[src/rtl/upload_arbiter_pkg.sv]
// Shared types and constants for the upload arbiter (upload_arbiter and its
// round-robin picker). Channel indices are always CH_IDX_W bits wide so that
// any channel count up to MAX_CH shares one index type.
package upload_arbiter_pkg;

  localparam int UPLOAD_DATA_W = 8;
  localparam int UPLOAD_SRC_W  = 8;
  localparam int MAX_CH        = 8;
  localparam int CH_IDX_W      = 3;
  localparam int SUM_W         = CH_IDX_W + 1;

  // Arbiter FSM: IDLE picks a channel, LOCK owns it, DRAIN flushes the
  // output register before the rotation pointer moves.
  typedef enum logic [1:0] {
    IDLE  = 2'd0,
    LOCK  = 2'd1,
    DRAIN = 2'd2
  } arb_state_t;

  // Folds last_grant + offset back into 0..num_ch-1. The sum never
  // exceeds 2*num_ch-1, so one conditional subtraction is enough.
  function automatic logic [CH_IDX_W-1:0] wrap_idx(input logic [SUM_W-1:0] sum,
                                                   input int num_ch);
    logic [SUM_W-1:0] r;
    r = sum;
    if (int'(sum) >= num_ch) r = sum - SUM_W'(num_ch);
    return r[CH_IDX_W-1:0];
  endfunction

endpackage

[src/rtl/upload_arbiter_rr_picker.sv]
// Combinational round-robin chooser: returns the first requesting channel
// strictly after last_grant (wrapping modulo NUM_CH) and whether any
// channel requests at all.
module upload_arbiter_rr_picker
  import upload_arbiter_pkg::*;
#(
  parameter int NUM_CH = 4
) (
  input  logic [NUM_CH-1:0]   req,
  input  logic [CH_IDX_W-1:0] last_grant,
  output logic [CH_IDX_W-1:0] grant,
  output logic                any
);

  logic [MAX_CH-1:0]   req_ext;
  logic [CH_IDX_W-1:0] cand;

  assign req_ext = MAX_CH'(req);

  // Scan offsets from the farthest to the nearest so the channel closest
  // after last_grant is the final (winning) assignment.
  always_comb begin
    grant = '0;
    any   = 1'b0;
    cand  = '0;
    for (int k = NUM_CH; k >= 1; k--) begin
      cand = wrap_idx({1'b0, last_grant} + SUM_W'(k), NUM_CH);
      if (req_ext[cand]) begin
        grant = cand;
        any   = 1'b1;
      end
    end
  end

endmodule

[src/rtl/upload_arbiter.sv]
// upload_arbiter: merges NUM_CH packed upload streams onto one USB upload
// channel. A channel is granted per frame (round-robin) and keeps the
// output until its req drops, so frames never interleave. Bytes pass
// through a single output register (1 cycle latency, full throughput).
//
// Optional feature, enabled by defining UPLOAD_ARB_TIMEOUT_EN: a watchdog
// revokes the grant after TIMEOUT_CYC cycles in LOCK without an accepted
// byte and pulses timeout_flag for one cycle.
//
// Handshake: on every interface a byte moves on a rising clk edge where
// valid && ready are both high; valid and data/source stay stable until
// that edge, and ready may depend combinationally on the downstream ready.
module upload_arbiter
  import upload_arbiter_pkg::*;
#(
  parameter int NUM_CH = 4
`ifdef UPLOAD_ARB_TIMEOUT_EN
  , parameter int TIMEOUT_CYC = 1024
`endif
) (
  input  logic                       clk,
  input  logic                       rst_n,
  input  logic [NUM_CH-1:0]          in_upload_req,
  input  logic [8*NUM_CH-1:0]        in_upload_data,
  input  logic [8*NUM_CH-1:0]        in_upload_source,
  input  logic [NUM_CH-1:0]          in_upload_valid,
  output logic [NUM_CH-1:0]          in_upload_ready,
  output logic                       merged_upload_req,
  output logic [UPLOAD_DATA_W-1:0]   merged_upload_data,
  output logic [UPLOAD_SRC_W-1:0]    merged_upload_source,
  output logic                       merged_upload_valid,
  input  logic                       merged_upload_ready,
  output logic [CH_IDX_W-1:0]        active_ch,
  output logic [1:0]                 dbg_state
`ifdef UPLOAD_ARB_TIMEOUT_EN
  , output logic                     timeout_flag
`endif
);

  arb_state_t              state_q, state_d;
  logic [CH_IDX_W-1:0]     grant_q, grant_d;
  logic [CH_IDX_W-1:0]     last_grant_q, last_grant_d;
  logic                    out_valid_q, out_valid_d;
  logic [UPLOAD_DATA_W-1:0] out_data_q, out_data_d;
  logic [UPLOAD_SRC_W-1:0]  out_src_q, out_src_d;

  logic [CH_IDX_W-1:0]     pick;
  logic                    pick_any;
  logic                    sel_req, sel_valid;
  logic [UPLOAD_DATA_W-1:0] sel_data;
  logic [UPLOAD_SRC_W-1:0]  sel_src;
  logic                    lock_open;
  logic                    take;

`ifdef UPLOAD_ARB_TIMEOUT_EN
  localparam int WD_W = $clog2(TIMEOUT_CYC + 1);
  logic [WD_W-1:0]         wd_cnt_q, wd_cnt_d;
  logic                    timeout_q, timeout_d;
`endif

  upload_arbiter_rr_picker #(
    .NUM_CH (NUM_CH)
  ) u_picker (
    .req        (in_upload_req),
    .last_grant (last_grant_q),
    .grant      (pick),
    .any        (pick_any)
  );

  // Input mux: only the granted channel's signals reach the FSM and output stage.
  always_comb begin
    sel_req   = 1'b0;
    sel_valid = 1'b0;
    sel_data  = '0;
    sel_src   = '0;
    for (int i = 0; i < NUM_CH; i++) begin
      if (grant_q == CH_IDX_W'(i)) begin
        sel_req   = in_upload_req[i];
        sel_valid = in_upload_valid[i];
        sel_data  = in_upload_data[8*i +: 8];
        sel_src   = in_upload_source[8*i +: 8];
      end
    end
  end

  // The output register can take a byte when empty or being emptied this cycle.
  assign lock_open = (state_q == LOCK) && (!out_valid_q || merged_upload_ready);
  assign take      = lock_open && sel_valid;

  // Per-channel ready: only the granted channel ever sees ready.
  always_comb begin
    in_upload_ready = '0;
    for (int i = 0; i < NUM_CH; i++) begin
      in_upload_ready[i] = lock_open && (grant_q == CH_IDX_W'(i));
    end
  end

  // Next-state logic: grant selection, frame ownership and drain.
  always_comb begin
    state_d      = state_q;
    grant_d      = grant_q;
    last_grant_d = last_grant_q;
`ifdef UPLOAD_ARB_TIMEOUT_EN
    timeout_d    = 1'b0;
    wd_cnt_d     = '0;
`endif
    case (state_q)
      IDLE: begin
        if (pick_any) begin
          grant_d = pick;
          state_d = LOCK;
        end
      end
      LOCK: begin
`ifdef UPLOAD_ARB_TIMEOUT_EN
        if (!take) wd_cnt_d = wd_cnt_q + 1'b1;
`endif
        // A byte still valid after req drops is accepted before leaving.
        if (!sel_req && !sel_valid) begin
          state_d = DRAIN;
        end
`ifdef UPLOAD_ARB_TIMEOUT_EN
        else if (!take && (wd_cnt_q == WD_W'(TIMEOUT_CYC - 1))) begin
          state_d   = DRAIN;
          timeout_d = 1'b1;
        end
`endif
      end
      DRAIN: begin
        // Rotation advances only once the last byte of the frame has left.
        if (!out_valid_q) begin
          last_grant_d = grant_q;
          state_d      = IDLE;
        end
      end
      default: state_d = IDLE;
    endcase
  end

  // Output register: load on input transfer, clear on downstream accept, else hold.
  always_comb begin
    out_valid_d = out_valid_q;
    out_data_d  = out_data_q;
    out_src_d   = out_src_q;
    if (take) begin
      out_valid_d = 1'b1;
      out_data_d  = sel_data;
      out_src_d   = sel_src;
    end else if (merged_upload_ready) begin
      out_valid_d = 1'b0;
    end
  end

  // State and output registers; reset drops any held byte and restarts rotation at channel 0.
  always_ff @(posedge clk or negedge rst_n) begin
    if (!rst_n) begin
      state_q      <= IDLE;
      grant_q      <= '0;
      last_grant_q <= CH_IDX_W'(NUM_CH - 1);
      out_valid_q  <= 1'b0;
      out_data_q   <= '0;
      out_src_q    <= '0;
    end else begin
      state_q      <= state_d;
      grant_q      <= grant_d;
      last_grant_q <= last_grant_d;
      out_valid_q  <= out_valid_d;
      out_data_q   <= out_data_d;
      out_src_q    <= out_src_d;
    end
  end

`ifdef UPLOAD_ARB_TIMEOUT_EN
  // Watchdog counter and one-cycle timeout pulse.
  always_ff @(posedge clk or negedge rst_n) begin
    if (!rst_n) begin
      wd_cnt_q  <= '0;
      timeout_q <= 1'b0;
    end else begin
      wd_cnt_q  <= wd_cnt_d;
      timeout_q <= timeout_d;
    end
  end

  assign timeout_flag = timeout_q;
`endif

  assign merged_upload_valid  = out_valid_q;
  assign merged_upload_data   = out_data_q;
  assign merged_upload_source = out_src_q;
  assign merged_upload_req    = (state_q != IDLE) || out_valid_q;
  assign active_ch            = grant_q;
  assign dbg_state            = state_q;

endmodule

[config.mk]
export PLATFORM = sky130hd
export DESIGN_NAME = upload_arbiter
export DESIGN_NICKNAME = d
export VERILOG_FILES = /design/src/rtl/upload_arbiter_pkg.sv /design/src/rtl/upload_arbiter_rr_picker.sv /design/src/rtl/upload_arbiter.sv
export SDC_FILE = /design/constraint.sdc
export NUM_CORES = 1
export LEC_CHECK = 0
export ABC_AREA = 1
export CAP_MARGIN = 20
export CORE_ASPECT_RATIO = 0.75
export CORE_MARGIN = 4
export CORE_UTILIZATION = 34
export DETAILED_ROUTE_END_ITERATION = 10
export PLACE_DENSITY = 0.76
export SYNTH_ARGS = -nofsm -noshare
export SYNTH_HDL_FRONTEND = slang
export SYNTH_SLANG_ARGS = --single-unit
[constraint.sdc]
create_clock -name clk -period 1.83 [get_ports clk]
set_input_delay 0.4575 -clock clk [delete_from_list [all_inputs] [get_ports clk]]
set_output_delay 0.4575 -clock clk [all_outputs]
set_load 0.02 [all_outputs]
==> qor.yml <==
critPathMaxFanout: 5
grtUsageTotal_pct: 19.8
maxSlewViolCount: 0
hold_viol: 0
dp_cells: 419
crit_start: "dbg_state[0]$_DFFE_PN0P_"
grt_max_degree: 34
min-delay-start: "merged_upload_source[7]$_DFFE_PN0P_"
p_int_mw: 2.74
drt_wl_total_um: 6470
hold_class: "flop to flop"
cts_tree: "yes"
clock_path_buffers: 2
tightest_slew_ps: 332
synth_fp_nets: 313
grt_overflow: 0
num_vias: 2196
nFillCells: 457
n_antenna_cell: 0
dr.first_iter.drc_count: 108
switching_share_pct: 47.4
fin_skew_ps: 6.40
synth_area_per_cell_um2: 7.43
crit_arrival_ps: 1370
max_freq_mhz: 548
clk_pin_slew_worst_paths_ps: 90
initial_core_util_pct: 35.4
start_kind: "flop"
fin_crit_sh_pct: 99.7
drc: 0
grt_pass1_vias: 2145
period_minus_slack_ps: 1820
maxCapViolCount: 0
die_h_um: 70.2
required_ps: 1370
synthTopCellsByArea: "dfrtp_1, nand3_1, nand2_1, a221oi_1, o21ai_2"
hpwlAfterDp_um: 4860
ys_seq_area_share_pct: 35.8
cts.sinks: 25
wire_per_inst_um: 15.1
p_leak_nw: 1.47
synth_area_leader_cell: "dfrtp_1"
cts-buffers-inserted: 3
nets: 446
netlist_instances: 236
core-area_mm2: 0.00495
drive_gt1_share_pct: 23.4
r2r-start: "active_ch[2]$_DFFE_PN0P_"
vias_per_cell: 5.13
synth_top_area_share_pct: 32.8
rows: 22
clk_latency_ps: 270
ff_latch_area_um2: 631
grt_first_pass_wirelength_um: 10400
setup_viol: 0
synth_area_mm2: 0.00175
sequentialPowerShare_pct: 18.7
end_kind: "output pin"
combPwrFrac_pct: 75.0
slew_headroom_pct: 77.9
power_density_mw_per_mm2: 1640
fin_util_pct: 64.2
ys_types: 27
critical_path_class: "flop to output pin"
ios: 102
gp_congestion: 0.816
status: "completed"
multiInputGateArea_mm2: 0.00105
power_switching_mw: 2.48
drtPass1Iterations: 4
die_area_mm2: 0.00638
syn2layout_area_growth_pct: 81.3
root_buffer: "clkbuf_8"
ant_nets: 0
rsz0062_at_grt: "yes"
pwr-share-clk_pct: 6.3
antenna_found_initial: 0
ir_worst_vdd_mv: 0.573
io_buffers: 101
synth_warnings: 0
chipWidth_um: 90.9
postCtsHoldBufs: 0
ys_seq_elements: 25
fin_cells: 428
cts_max_level: 1
## kinds of logic after synthesis
family,after synthesis,synth area share (%)
adders and majority gates,2,1.43
and+or+nand+nor,135,34.5
AOI/OAI and AO/OA,46,19.8
buffers and inverters,28,8.42
DFF,25,35.8
## area by class of cell
type / count / area share, %
Clock buffer: 3 / 1.30
Clock inverter: 1 / 0.157
Inverter: 14 / 1.65
Multi-Input combinational cell: 183 / 33.0
Sequential cell: 25 / 19.8
Tap cell: 60 / 2.36
Timing Repair Buffer: 142 / 41.7
## layout by cell type, fill, tap and decap left out, drive strengths merged, types with 3 or more instances in the layout
cell	n
nand3	52
a221oi	16
clkdlybuf4s50	90
buf	45
nand2	64
o21ai	25
dlygate4sd2	5
nor2	13
inv	13
dfrtp	23
clkbuf	4
a21oi	3
## state kept, by name (all words and copies together), names as in the netlist
signal / flops
merged_upload_data: 8
merged_upload_source: 8
last_grant_q: 3
merged_upload_valid: 1
dbg_state: 2
active_ch: 3
## worst max-delay path, cell delays in order, from the launching register on
cell and delay, ps:
dfrtp_1 350, inv_1 70, nor2_2 120, o21ai_1 70, buf_4 160, nor4_4 140
buf_4 190
## power by group through the flow
stage               clock (mW)  sequential, mW  combinational, mW
global route             0.359            1.01               4.31
floorplan                    0            1.23               1.97
CTS                      0.342           0.975               3.71
finish                   0.328           0.977               3.92
detailed placement           0           0.973               3.70
global placement             0           0.962               3.63
## synth_stat cells (all sizes together)
library cell,n
dfrtp,23
a21oi,3
nor3,1
a221oi,16
buf,6
dfstp,2
inv,13
clkinv,1
clkbuf,8
nand3,52
nor4,2
nand2,64
ha,2
o21ai,25
nor2,13
or2,1
o211ai,2
nand4,2
## final timing paths
| check | to | slack [ps] | depth (start not counted) |
|---|---|---|---|
| worst max-delay path | in_upload_ready[1] | 6 | 6 |
| worst min-delay path | merged_upload_source[7]$_DFFE_PN0P_ | 490 | 2 |
| worst max register to register | merged_upload_data[4]$_DFFE_PN0P_ | 50 | 10 |
| worst min register to register | merged_upload_source[7]$_DFFE_PN0P_ | 490 | 2 |
| max in group asynchronous | last_grant_q[1]$_DFFE_PN1P_ | 970 | 2 |
| min in group asynchronous | merged_upload_valid$_DFFE_PN0P_ | 560 | 2 |
## repair_timing
item / 4_1_cts / 5_1_grt
setup endpoints to repair: 24 / 27
setup buffers: 1 / 4
resized for setup: 32 / 14
pin swaps: 1 / 2
## stage by stage
stage               cell area (um^2)  power, mW  hold WS [ps]  setup TNS (ps)  setup slack, ps
floorplan                       1780       3.20           162           -39.4            -39.4
global placement                3050       4.59           463           -5760             -564
detailed placement              3050       4.67           466           -5920             -633
CTS                             3110       5.03           489          -0.591           -0.440
global route                    3180       5.68           518            -521            -80.4
finish                          3180       5.22           486               0             5.90
## layer usage
metal  routed length (um)  vias to the layer above  GRT usage (%)
met3                  616                        4           5.71
met4                   48                        0           2.84
met1                 2780                     1006           25.7
met5                    0                        -              0
li1                     -                     1093              -
met2                 3020                       93           33.4
(Power assumes the default switching activity.)
